===== config.mk =====
export PLATFORM = sky130hd
export DESIGN_NAME = npc_lsu
export DESIGN_NICKNAME = d
export VERILOG_FILES = /design/src/rtl/npc_lsu_pkg.sv /design/src/rtl/npc_lsu_align.sv /design/src/rtl/npc_lsu.sv
export SDC_FILE = /design/constraint.sdc
export NUM_CORES = 1
export LEC_CHECK = 0
export ABC_AREA = 1
export CORE_AREA = 2 2 122 124
export DETAILED_ROUTE_END_ITERATION = 7
export DIE_AREA = 0 0 124 126
export PLACE_DENSITY = 0.8
export SYNTH_ARGS = -nofsm -noshare
export SYNTH_HDL_FRONTEND = slang
export SYNTH_HIERARCHICAL = 1
export SYNTH_SLANG_ARGS = --single-unit

===== constraint.sdc =====
create_clock -name clk -period 2.7 [get_ports clk]
set_input_delay 0.405 -clock clk [delete_from_list [all_inputs] [get_ports clk]]
set_output_delay 0.405 -clock clk [all_outputs]
set_load 0.01 [all_outputs]

===== src/rtl/npc_lsu_pkg.sv =====
// Shared types and decode helpers for the NPC load/store unit.
// Holds the FSM state encoding and funct3 size/legality checks.
package npc_lsu_pkg;

    typedef enum logic [1:0] {
        S_IDLE = 2'd0,
        S_REQ  = 2'd1,
        S_WAIT = 2'd2,
        S_RESP = 2'd3
    } lsu_state_e;

    localparam logic [2:0] LB  = 3'b000;
    localparam logic [2:0] LH  = 3'b001;
    localparam logic [2:0] LW  = 3'b010;
    localparam logic [2:0] LD  = 3'b011;
    localparam logic [2:0] LBU = 3'b100;
    localparam logic [2:0] LHU = 3'b101;
    localparam logic [2:0] LWU = 3'b110;
    localparam logic [2:0] SB  = 3'b000;
    localparam logic [2:0] SH  = 3'b001;
    localparam logic [2:0] SW  = 3'b010;
    localparam logic [2:0] SD  = 3'b011;

    // log2 of the access size in bytes
    function automatic logic [1:0] lsu_size(input logic [2:0] f3);
        return f3[1:0];
    endfunction

    function automatic logic lsu_illegal(input logic wen,
                                         input logic [2:0] f3,
                                         input logic rv64);
        return (f3 == 3'b111) || (wen && f3[2]) ||
               (!rv64 && (f3 == LD || f3 == LWU));
    endfunction

    function automatic logic lsu_misaligned(input logic [2:0] f3,
                                            input logic [2:0] a);
        logic m;
        unique case (lsu_size(f3))
            2'b00:   m = 1'b0;
            2'b01:   m = a[0];
            2'b10:   m = |a[1:0];
            default: m = |a[2:0];
        endcase
        return m;
    endfunction

endpackage


===== src/rtl/npc_lsu_align.sv =====
// Byte-lane steering for the LSU: store shift, byte mask,
// and load extract with sign or zero extension.
module npc_lsu_align
    import npc_lsu_pkg::*;
#(
    parameter int XLEN  = 32,
    parameter int NB    = XLEN / 8,
    parameter int OFF_W = $clog2(NB)
) (
    input  logic [OFF_W-1:0] off_i,
    input  logic [2:0]       funct3_i,
    input  logic             wen_i,
    input  logic [XLEN-1:0]  wdata_i,
    input  logic [XLEN-1:0]  rdata_i,
    output logic [XLEN-1:0]  lane_wdata_o,
    output logic [NB-1:0]    wmask_o,
    output logic [XLEN-1:0]  load_o
);

    logic [NB-1:0]          base;
    logic [XLEN-1:0]        sh;
    logic [OFF_W+2:0]       bit_off;
    logic                   sx;

    assign bit_off      = {off_i, 3'b000};
    assign lane_wdata_o = wdata_i << bit_off;
    assign wmask_o      = wen_i ? (base << off_i) : '0;
    assign sh           = rdata_i >> bit_off;
    assign sx           = ~funct3_i[2];

    // Unshifted byte mask: one bit per byte of the access size
    always_comb begin
        base = '0;
        for (int i = 0; i < NB; i++) begin
            base[i] = (i < (1 << lsu_size(funct3_i)));
        end
    end

    // Truncate the shifted word to the access size and extend it
    always_comb begin
        load_o = sh;
        unique case (lsu_size(funct3_i))
            2'b00: begin
                if (sx) load_o = XLEN'($signed(sh[7:0]));
                else    load_o = XLEN'(sh[7:0]);
            end
            2'b01: begin
                if (sx) load_o = XLEN'($signed(sh[15:0]));
                else    load_o = XLEN'(sh[15:0]);
            end
            2'b10: begin
                if (sx) load_o = XLEN'($signed(sh[31:0]));
                else    load_o = XLEN'(sh[31:0]);
            end
            default: load_o = sh;
        endcase
    end

endmodule


===== src/rtl/npc_lsu.sv =====
// Multi-cycle load/store unit for the NPC core.
// One request in flight; traps bad accesses and memory timeouts.
module npc_lsu
    import npc_lsu_pkg::*;
#(
    parameter int XLEN      = 32,
    parameter int ADDR_W    = 32,
    parameter int TIMEOUT_W = 8
) (
    input  logic                clk,
    input  logic                rst,
    input  logic                req_valid,
    output logic                req_ready,
    input  logic                req_wen,
    input  logic [2:0]          req_funct3,
    input  logic [ADDR_W-1:0]   req_addr,
    input  logic [XLEN-1:0]     req_wdata,
    output logic                resp_valid,
    input  logic                resp_ready,
    output logic [XLEN-1:0]     resp_rdata,
    output logic                resp_err,
    output logic                mem_req_valid,
    input  logic                mem_req_ready,
    output logic                mem_req_wen,
    output logic [ADDR_W-1:0]   mem_req_addr,
    output logic [XLEN-1:0]     mem_req_wdata,
    output logic [XLEN/8-1:0]   mem_req_wmask,
    input  logic                mem_resp_valid,
    input  logic [XLEN-1:0]     mem_resp_rdata
);

    localparam int   NB    = XLEN / 8;
    localparam int   OFF_W = $clog2(NB);
    localparam logic RV64  = (XLEN == 64);

    lsu_state_e             state_q, state_d;
    logic                   wen_q, wen_d;
    logic [2:0]             f3_q, f3_d;
    logic [OFF_W-1:0]       off_q, off_d;
    logic [TIMEOUT_W-1:0]   cnt_q, cnt_d;
    logic [XLEN-1:0]        rdata_q, rdata_d;
    logic                   err_q, err_d;
    logic                   mwen_q, mwen_d;
    logic [ADDR_W-1:0]      maddr_q, maddr_d;
    logic [XLEN-1:0]        mwdata_q, mwdata_d;
    logic [NB-1:0]          mwmask_q, mwmask_d;

    logic                   idle;
    logic                   bad;
    logic [OFF_W-1:0]       al_off;
    logic [2:0]             al_f3;
    logic [XLEN-1:0]        al_wdata;
    logic [NB-1:0]          al_wmask;
    logic [XLEN-1:0]        al_load;

    assign idle   = (state_q == S_IDLE);
    assign bad    = lsu_illegal(req_wen, req_funct3, RV64) ||
                    lsu_misaligned(req_funct3, req_addr[2:0]);
    // One aligner: incoming request while idle, latched access after
    assign al_off = idle ? req_addr[OFF_W-1:0] : off_q;
    assign al_f3  = idle ? req_funct3 : f3_q;

    npc_lsu_align #(.XLEN(XLEN)) u_align (
        .off_i        (al_off),
        .funct3_i     (al_f3),
        .wen_i        (req_wen),
        .wdata_i      (req_wdata),
        .rdata_i      (mem_resp_rdata),
        .lane_wdata_o (al_wdata),
        .wmask_o      (al_wmask),
        .load_o       (al_load)
    );

    assign req_ready     = idle;
    assign resp_valid    = (state_q == S_RESP);
    assign mem_req_valid = (state_q == S_REQ);
    assign resp_rdata    = rdata_q;
    assign resp_err      = err_q;
    assign mem_req_wen   = mwen_q;
    assign mem_req_addr  = maddr_q;
    assign mem_req_wdata = mwdata_q;
    assign mem_req_wmask = mwmask_q;

    // Next-state, timeout counter and result capture
    always_comb begin
        state_d  = state_q;
        wen_d    = wen_q;
        f3_d     = f3_q;
        off_d    = off_q;
        cnt_d    = cnt_q;
        rdata_d  = rdata_q;
        err_d    = err_q;
        mwen_d   = mwen_q;
        maddr_d  = maddr_q;
        mwdata_d = mwdata_q;
        mwmask_d = mwmask_q;
        unique case (state_q)
            S_IDLE: begin
                if (req_valid) begin
                    wen_d   = req_wen;
                    f3_d    = req_funct3;
                    off_d   = req_addr[OFF_W-1:0];
                    rdata_d = '0;
                    err_d   = bad;
                    if (bad) begin
                        state_d = S_RESP;
                    end else begin
                        state_d  = S_REQ;
                        mwen_d   = req_wen;
                        maddr_d  = {req_addr[ADDR_W-1:OFF_W], {OFF_W{1'b0}}};
                        mwdata_d = al_wdata;
                        mwmask_d = al_wmask;
                    end
                end
            end
            S_REQ: begin
                if (mem_req_ready) begin
                    state_d = S_WAIT;
                    cnt_d   = '0;
                end
            end
            S_WAIT: begin
                if (mem_resp_valid) begin
                    state_d = S_RESP;
                    rdata_d = wen_q ? '0 : al_load;
                    err_d   = 1'b0;
                end else begin
                    cnt_d = cnt_q + 1'b1;
                    if (cnt_d == '1) begin
                        state_d = S_RESP;
                        rdata_d = '0;
                        err_d   = 1'b1;
                    end
                end
            end
            S_RESP: begin
                if (resp_ready) state_d = S_IDLE;
            end
        endcase
    end

    // State and datapath registers
    always_ff @(posedge clk or negedge rst) begin
        if (!rst) begin
            state_q  <= S_IDLE;
            wen_q    <= 1'b0;
            f3_q     <= 3'b0;
            off_q    <= '0;
            cnt_q    <= '0;
            rdata_q  <= '0;
            err_q    <= 1'b0;
            mwen_q   <= 1'b0;
            maddr_q  <= '0;
            mwdata_q <= '0;
            mwmask_q <= '0;
        end else begin
            state_q  <= state_d;
            wen_q    <= wen_d;
            f3_q     <= f3_d;
            off_q    <= off_d;
            cnt_q    <= cnt_d;
            rdata_q  <= rdata_d;
            err_q    <= err_d;
            mwen_q   <= mwen_d;
            maddr_q  <= maddr_d;
            mwdata_q <= mwdata_d;
            mwmask_q <= mwmask_d;
        end
    end

endmodule


==> metrics.csv, run 1 <==
stage,metric,value,unit
run_status,status,completed,
power_and_ir_drop,switching share of power,42.5,%
timing,Worst Clk Skew,7.58,ps
power_and_ir_drop,P_sw,4.67,mW
power_and_ir_drop,Gate power share,55.0,%
power_and_ir_drop,Clock power frac,19.2,%
power_and_ir_drop,Power Internal,6.31,mW
die,die area,0.0156,mm2
timing,max-slew violations,0,
clock_tree,clock buffer depth,2,
timing,period utilization,92.7,%
hold_path,depth of the worst hold-timing path,2,
routing,vias,6432,
die,# IOs,211,
global_routing,vias in the first global route,6084,
flow_run,max_cap viols,0,
setup_path,Worst Path Max Fanout,16,
synthesis,number of synthesized flops with an enable pin,0,
synthesis,Post-Syn Area,0.00657,mm2
clock_tree,"Clk pin slew, worst setup/hold paths",50,ps
timing,Worst-Margin Slew,983,ps
routing,Residual DRC,0,
layout,storage element area,0.00290,mm2
power_and_ir_drop,total power divided by cell area,1180,mW/mm2
layout,Layout area overhead,41.9,%
power_and_ir_drop,sequential power share,25.8,%
setup_path,Crit path depth,12,
layout,Final Non-Filler Cells,1297,
power_and_ir_drop,total power draw,11.0,mW
setup_path,buffers and inverters on the worst path,4,
die,core area,0.0143,mm2
layout,nets,1212,
synthesis,post-synthesis cell type count,31,
routing,drt total wl,18500,um
layout,fill count,1220,
clock_tree,CTS root buf,clkbuf_16,
layout,Multi-input gate area,0.00280,mm2
synthesis,compound-cell area share of the yosys netlist,13.3,%
timing,Hold Worst Slack,470,ps
global_routing,first-pass GRT wire length,29900,um
timing,Max Clk Rate,0.400,GHz
synthesis,"Top FF cell, synth",dfrtp_1,
clock_tree,Sinks on Clock Net,116,
clock_tree,CTS H-tree depth,4,
setup_path,CP Capture Type,register,
setup_path,max incr delay on CP,440,ps
timing,Final Hold Viols,0,
routing,WL per Instance,14.3,um
synthesis,Mapped Cells,907,
synthesis,Synth Area in Simple Gates,26.5,%
layout,ant diodes,0,
global_routing,GRT overflow,0,
synthesis,Synth area leader,dfrtp_1,
setup_path,critical path startpoint category,register,
clock_tree,clk_lat worst skew,420,ps
synthesis,Synth Area in Adders,1.14,%
routing,post-route antenna net violation count,0,
die,row cnt,44,
placed_design,dpl hpwl,13100,um
synthesis,#FFs+latches synth,116,
setup_path,Critical Path AT,2850,ps
synthesis,Yosys warning count,6,
synthesis,XOR/XNOR share of the synthesized area,0,%
synthesis,largest family of logic cells by synthesized area,simple AND/OR/NAND/NOR gates,
synthesis,register area share after synthesis,44.2,%
die,Die W,124,um
routing,First DRT Iteration DRCs,503,
synthesis,multiplexer share of the synthesized area,0.915,%
die,initial core utilization,45.9,%
global_routing,GRT Total Usage,24.5,%
placed_design,placed cells,1262,
setup_path,r2r worst-path depth,12,
placed_design,GP Congestion,0.855,
placed_design,PortBufs,208,
timing,relative slew slack,33.9,%
global_routing,largest net degree at the start of global routing,89,
placed_design,Placed Area,0.00872,mm2
synthesis,top-count cell post-synth,nand2_1,
power_and_ir_drop,Pleak,4.61,nW
routing,drt pass-1 iters,5,
power_and_ir_drop,Max rail drop VDD,0.601,mV
synthesis,Synth area leaders,"dfrtp_1, nand2_1, inv_1",
synthesis,Synth top area share,44.2,%
routing,drt via density,4.96,
layout,final instance area,0.00932,mm2
timing,count of final setup violators,0,
synthesis,fraction of registers with async set/reset,100,%
timing,RSZ-0062 raised after global routing,true,
clock_tree,total CTS buffers,17,
synthesis,syn avg cell area,7.24,um2
hold_path,Hold Crit Class,register to register,
die,Die Span Y,126,um
clock_tree,CTS tree,yes,
setup_path,CP Cell Sequence,"inv_1, ha_1, clkinvlp_4, o21ai_0, inv_2, nor2_4, o211ai_1, nand3_1, inv_1, nor2_1, nand3_1, nand2_1",
layout,share of layout cells above drive strength 1,6.38,%
setup_path,Setup Crit Path Kind,register to register,
timing,"Min Clock Period, post-route",2500,ps
setup_path,"CP delay by family, top",simple AND/OR/NAND/NOR gates,
setup_path,WP data required,3050,ps
synthesis,Post-synth top cells,"nand2_1, inv_1, dfrtp_1",
setup_path,Critical-path top delay cell,o21ai_0,
setup_path,Worst R2R Setup Slack,200,ps
global_routing,initial antenna violation count,0,
through the flow:
step	TNS (ps)	utilization (%)	worst slack [ps]
global route	-44.0	65.1	-18.8
floorplan	0	-	360
finish	0	65.1	198
detailed placement	0	60.9	169
global placement	0	60.9	251
CTS	0	64.9	129
worst paths after layout:
kind                               endpoint          start
max in group asynchronous  mem_req_addr[10]            rst
min in group asynchronous  mem_req_addr[21]            rst
max                          resp_rdata[16]     state_q[0]
min                           resp_rdata[1]  resp_rdata[1]
min reg2reg                   resp_rdata[1]  resp_rdata[1]
max reg2reg                  resp_rdata[16]     state_q[0]
layout by cell type (no fill, tap or decap), types with 2 or more instances in the layout:
cell type        instances
buf_12                   4
clkbuf_1                 3
a22oi_1                  8
o21ai_1                 15
clkdlybuf4s50_1        207
o22ai_1                  6
conb_1                   2
dfrtp_1                116
o21ai_0                 91
inv_2                    5
o21ai_4                  2
nor2_2                   3
nand3_4                  2
nand2_1                258
ha_1                     6
nor2_1                  78
clkinv_2                 2
nand3_2                  4
nand3_1                 64
clkinvlp_4               4
mux2i_1                  6
inv_1                  137
buf_4                   16
clkinv_4                 5
nand4_1                  2
nand2_4                  2
a21oi_1                 25
o211ai_1                13
clkbuf_16               17
logic make-up after synthesis:
group	after synthesis
adders and majority gates	6
and+or+nand+nor	418
AOI/OAI and AO/OA	162
other	1
muxes	6
buffers and inverters	198
DFF	116
layout make-up:
cell class                      count  share of cell area, %
Clock buffer                       21                   4.83
Clock inverter                     11                   1.14
Inverter                          143                   5.80
Multi-Input combinational cell    594                   30.1
Sequential cell                   116                   31.2
Tap cell                          184                   2.47
Timing Repair Buffer              228                   24.5
power by group through the flow:
stage	logic, mW	registers (mW)	clock network (mW)
finish	6.04	2.83	2.11
global route	6.72	2.92	2.23
CTS	5.97	2.83	2.14
detailed placement	5.93	2.84	0
global placement	5.84	2.83	0
floorplan	3.43	3.10	0
routing by layer:
layer | part of all wire [%] | wire length, um | vias up | global-route usage, %
met1 | 44 | 8170 | 2966 | 32.0
li1 | - | - | 3213 | -
met5 | 0 | 0 | - | 0
met4 | 2.1 | 398 | 0 | 8.46
met3 | 8.5 | 1580 | 26 | 7.52
met2 | 45 | 8370 | 227 | 38.7
registers in the layout, summed over array words and instances, names as in the netlist:
register / flops
mem_req_wdata: 32
mem_req_wmask: 4
state_q: 2
f3_q: 3
resp_err: 1
wen_q: 1
resp_rdata: 32
mem_req_addr: 30
mem_req_wen: 1
off_q: 2
cnt_q: 8
worst reg2reg max path, delay by kind of cell, from the launching register on:
family                     cells  cell delay [ps]
DFF                            1              420
adders and majority gates      1              220
buffers and inverters          4              520
and+or+nand+nor                5              690
AOI/OAI and AO/OA              2              610
repair_timing:
action,CTS,global route
resized for setup,0,4
hold endpoints to repair,37,0
endpoints found under the setup margin,0,21
hold buffers,1,0
setup buffers,0,2
(Power assumes the default switching activity.)
==> run 2: changes to the inputs <==
CELL_PAD_IN_SITES_DETAIL_PLACEMENT = 0   (was not set)
CELL_PAD_IN_SITES_GLOBAL_PLACEMENT = 1   (was not set)
CORE_AREA = 2 2 124 126   (was 2 2 122 124)
DIE_AREA = 0 0 126 128   (was 0 0 124 126)
DONT_BUFFER_PORTS = 1   (was not set)
PLACE_DENSITY = not set   (was 0.8)
PLACE_DENSITY_LB_ADDON = 0.1   (was not set)
==> metrics.csv, run 2 (synthesis gave the netlist of run 1 again) <==
stage,metric,value,unit,change
routing,drt pass-1 iters,5,,unchanged
power_and_ir_drop,Pleak,3.79,nW,-18%
timing,Total Neg Setup Slack,0,ps,unchanged
hold_path,Hold Crit Class,primary input to async pin,,
timing,"Min Clock Period, post-route",2390,ps,-112 ps
power_and_ir_drop,total power divided by cell area,1330,mW/mm2,+13%
die,core area,0.0149,mm2,+3.8%
timing,RSZ-0062 raised after global routing,false,,
routing,post-route antenna net violation count,0,,unchanged
power_and_ir_drop,total power draw,9.53,mW,-13%
routing,drt total wl,17700,um,-4.3%
power_and_ir_drop,switching share of power,46.6,%,+4.0 points
placed_design,dpl hpwl,12600,um,-3.7%
power_and_ir_drop,P_sw,4.44,mW,-5.0%
clock_tree,clk_lat worst skew,420,ps,about the same
layout,final instance area,0.00716,mm2,-23%
setup_path,critical path startpoint category,register,,
timing,period utilization,88.5,%,-4.1 points
routing,drt via density,5.10,,+2.8%
layout,most frequent cells in the layout,"nand2_1, inv_1, dfrtp_1",,
timing,max-slew violations,0,,unchanged
clock_tree,total CTS buffers,17,,unchanged
setup_path,WP data required,3060,ps,about the same
timing,relative slew slack,28.0,%,-5.9 points
timing,setup ws final,310,ps,+112 ps
placed_design,Placed Area,0.00658,mm2,-25%
global_routing,first-pass GRT wire length,28700,um,-4.1%
global_routing,GRT overflow,0,,unchanged
timing,Worst Clk Skew,10.7,ps,+3.15 ps
placed_design,PortBufs,0,,-100%
setup_path,CP Cell Sequence,"inv_1, ha_1, inv_2, nand2_1, o21ai_4, inv_2, buf_4, o21ai_1, nor2_1, a21oi_1, inv_1, nor2_1, nand3_1, nand2_1",,
timing,Final Hold Viols,116,,+116
clock_tree,clock buffer depth,2,,unchanged
clock_tree,Sinks on Clock Net,116,,unchanged
global_routing,largest net degree at the start of global routing,135,,+52%
routing,met3 routed WL,1890,um,+19%
setup_path,"CP delay by family, top",buffers and inverters,,
clock_tree,CTS root buf,clkbuf_16,,
flow_run,max_cap viols,0,,unchanged
power_and_ir_drop,sequential power share,34.1,%,+8.3 points
timing,Hold Worst Slack,-325,ps,-795 ps
timing,Worst-Margin Slew,1080,ps,+96.9 ps
run_status,failing checks,hold timing,,
routing,Residual DRC,0,,unchanged
clock_tree,CTS H-tree depth,4,,unchanged
layout,Layout area overhead,9.03,%,
global_routing,initial antenna violation count,0,,unchanged
die,Die Span Y,128,um,+1.6%
routing,First DRT Iteration DRCs,416,,-17%
clock_tree,"Clk pin slew, worst setup/hold paths",60,ps,about the same
power_and_ir_drop,Max rail drop VDD,0.779,mV,+30%
setup_path,Critical Path AT,2750,ps,-100 ps
run_status,status,finished with violations,,
routing,Top Layer Used,met4,,
layout,"commonest non-fill, non-tap cell in the layout",nand2_1,,
routing,M1 wire length,7450,um,-8.7%
global_routing,vias in the first global route,5435,,-11%
clock_tree,CTS tree,yes,,
routing,met2 wire len,8100,um,-3.2%
setup_path,CP Capture Type,register,,
die,Die W,126,um,+1.6%
setup_path,buffers and inverters on the worst path,5,,+1
power_and_ir_drop,Clock power frac,22.7,%,+3.5 points
layout,ant diodes,0,,unchanged
global_routing,GRT Total Usage,22.5,%,-2.0 points
setup_path,Setup Crit Path Kind,register to register,,
layout,nets,997,,-18%
setup_path,Critical-path top delay cell,dfrtp_1,,
die,die area,0.0161,mm2,+3.2%
placed_design,dpl ws,126,ps,-42.6 ps
setup_path,Worst Path Max Fanout,21,,+5
clock_tree,# Post-CTS Setup Buffers,0,,unchanged
setup_path,max incr delay on CP,400,ps,-40 ps
routing,vias,5539,,-14%
placed_design,GP Congestion,0.882,,+3.1%
layout,share of layout cells above drive strength 1,7.35,%,+0.97 points
die,initial core utilization,44.2,%,-1.7 points
timing,count of final setup violators,0,,unchanged
routing,WL per Instance,16.3,um,+14%
die,# IOs,211,,unchanged
power_and_ir_drop,Gate power share,43.2,%,-12 points
die,row cnt,45,,+2.3%
power_and_ir_drop,Power Internal,5.09,mW,-19%
timing,Max Clk Rate,0.418,GHz,+4.7%
-- run 2: timing repair --
action	in CTS	in global routing
hold endpoints to repair	116	116
endpoints found under the setup margin	0	22
resized for setup	0	2
-- run 2: area by class of cell --
type	count	area [um2]
Timing Repair Buffer	13	110
Clock inverter	13	128
Multi-Input combinational cell	594	2800
Tap cell	188	235
Sequential cell	116	2900
Clock buffer	19	443
Fill cell	1504	7700
Inverter	143	537
-- run 2: through the flow --
step / std cells / util (%)
5_1_grt: 1086 / 48.2
6_report: 1086 / 48.2
3_5_place_dp: 1054 / 44.3
2_1_floorplan: 908 / -
4_1_cts: 1086 / 48.1
3_3_place_gp: 1054 / 44.3
-- run 2: worst paths after layout --
| kind | startpoint | to | slack [ps] | cells after the start |
|---|---|---|---|---|
| max | state_q[0] | resp_rdata[3] | 310 | 14 |
| min | rst | mem_req_addr[13] | -320 | 0 |
| max reg2reg | state_q[0] | resp_rdata[3] | 310 | 14 |
| min reg2reg | f3_q[1] | f3_q[1] | 490 | 2 |
| max in group asynchronous | rst | resp_rdata[11] | 2860 | 0 |
| min in group clk | req_addr[12] | mem_req_addr[12] | 120 | 2 |
-- run 2: layer usage --
layer	vias to the layer above	track usage, %
met2	198	34.9
met5	-	0
li1	2796	-
met3	21	10.1
met1	2524	28.0
met4	0	8.02
-- run 2: power groups by stage --
stage	registers [mW]	clock network (mW)	logic [mW]
after detailed placement	3.30	0	4.12
after global routing	3.35	2.29	4.80
after CTS	3.28	2.22	4.14
after global placement	3.29	0	4.05
after floorplan	3.10	0	3.43
final	3.25	2.16	4.12
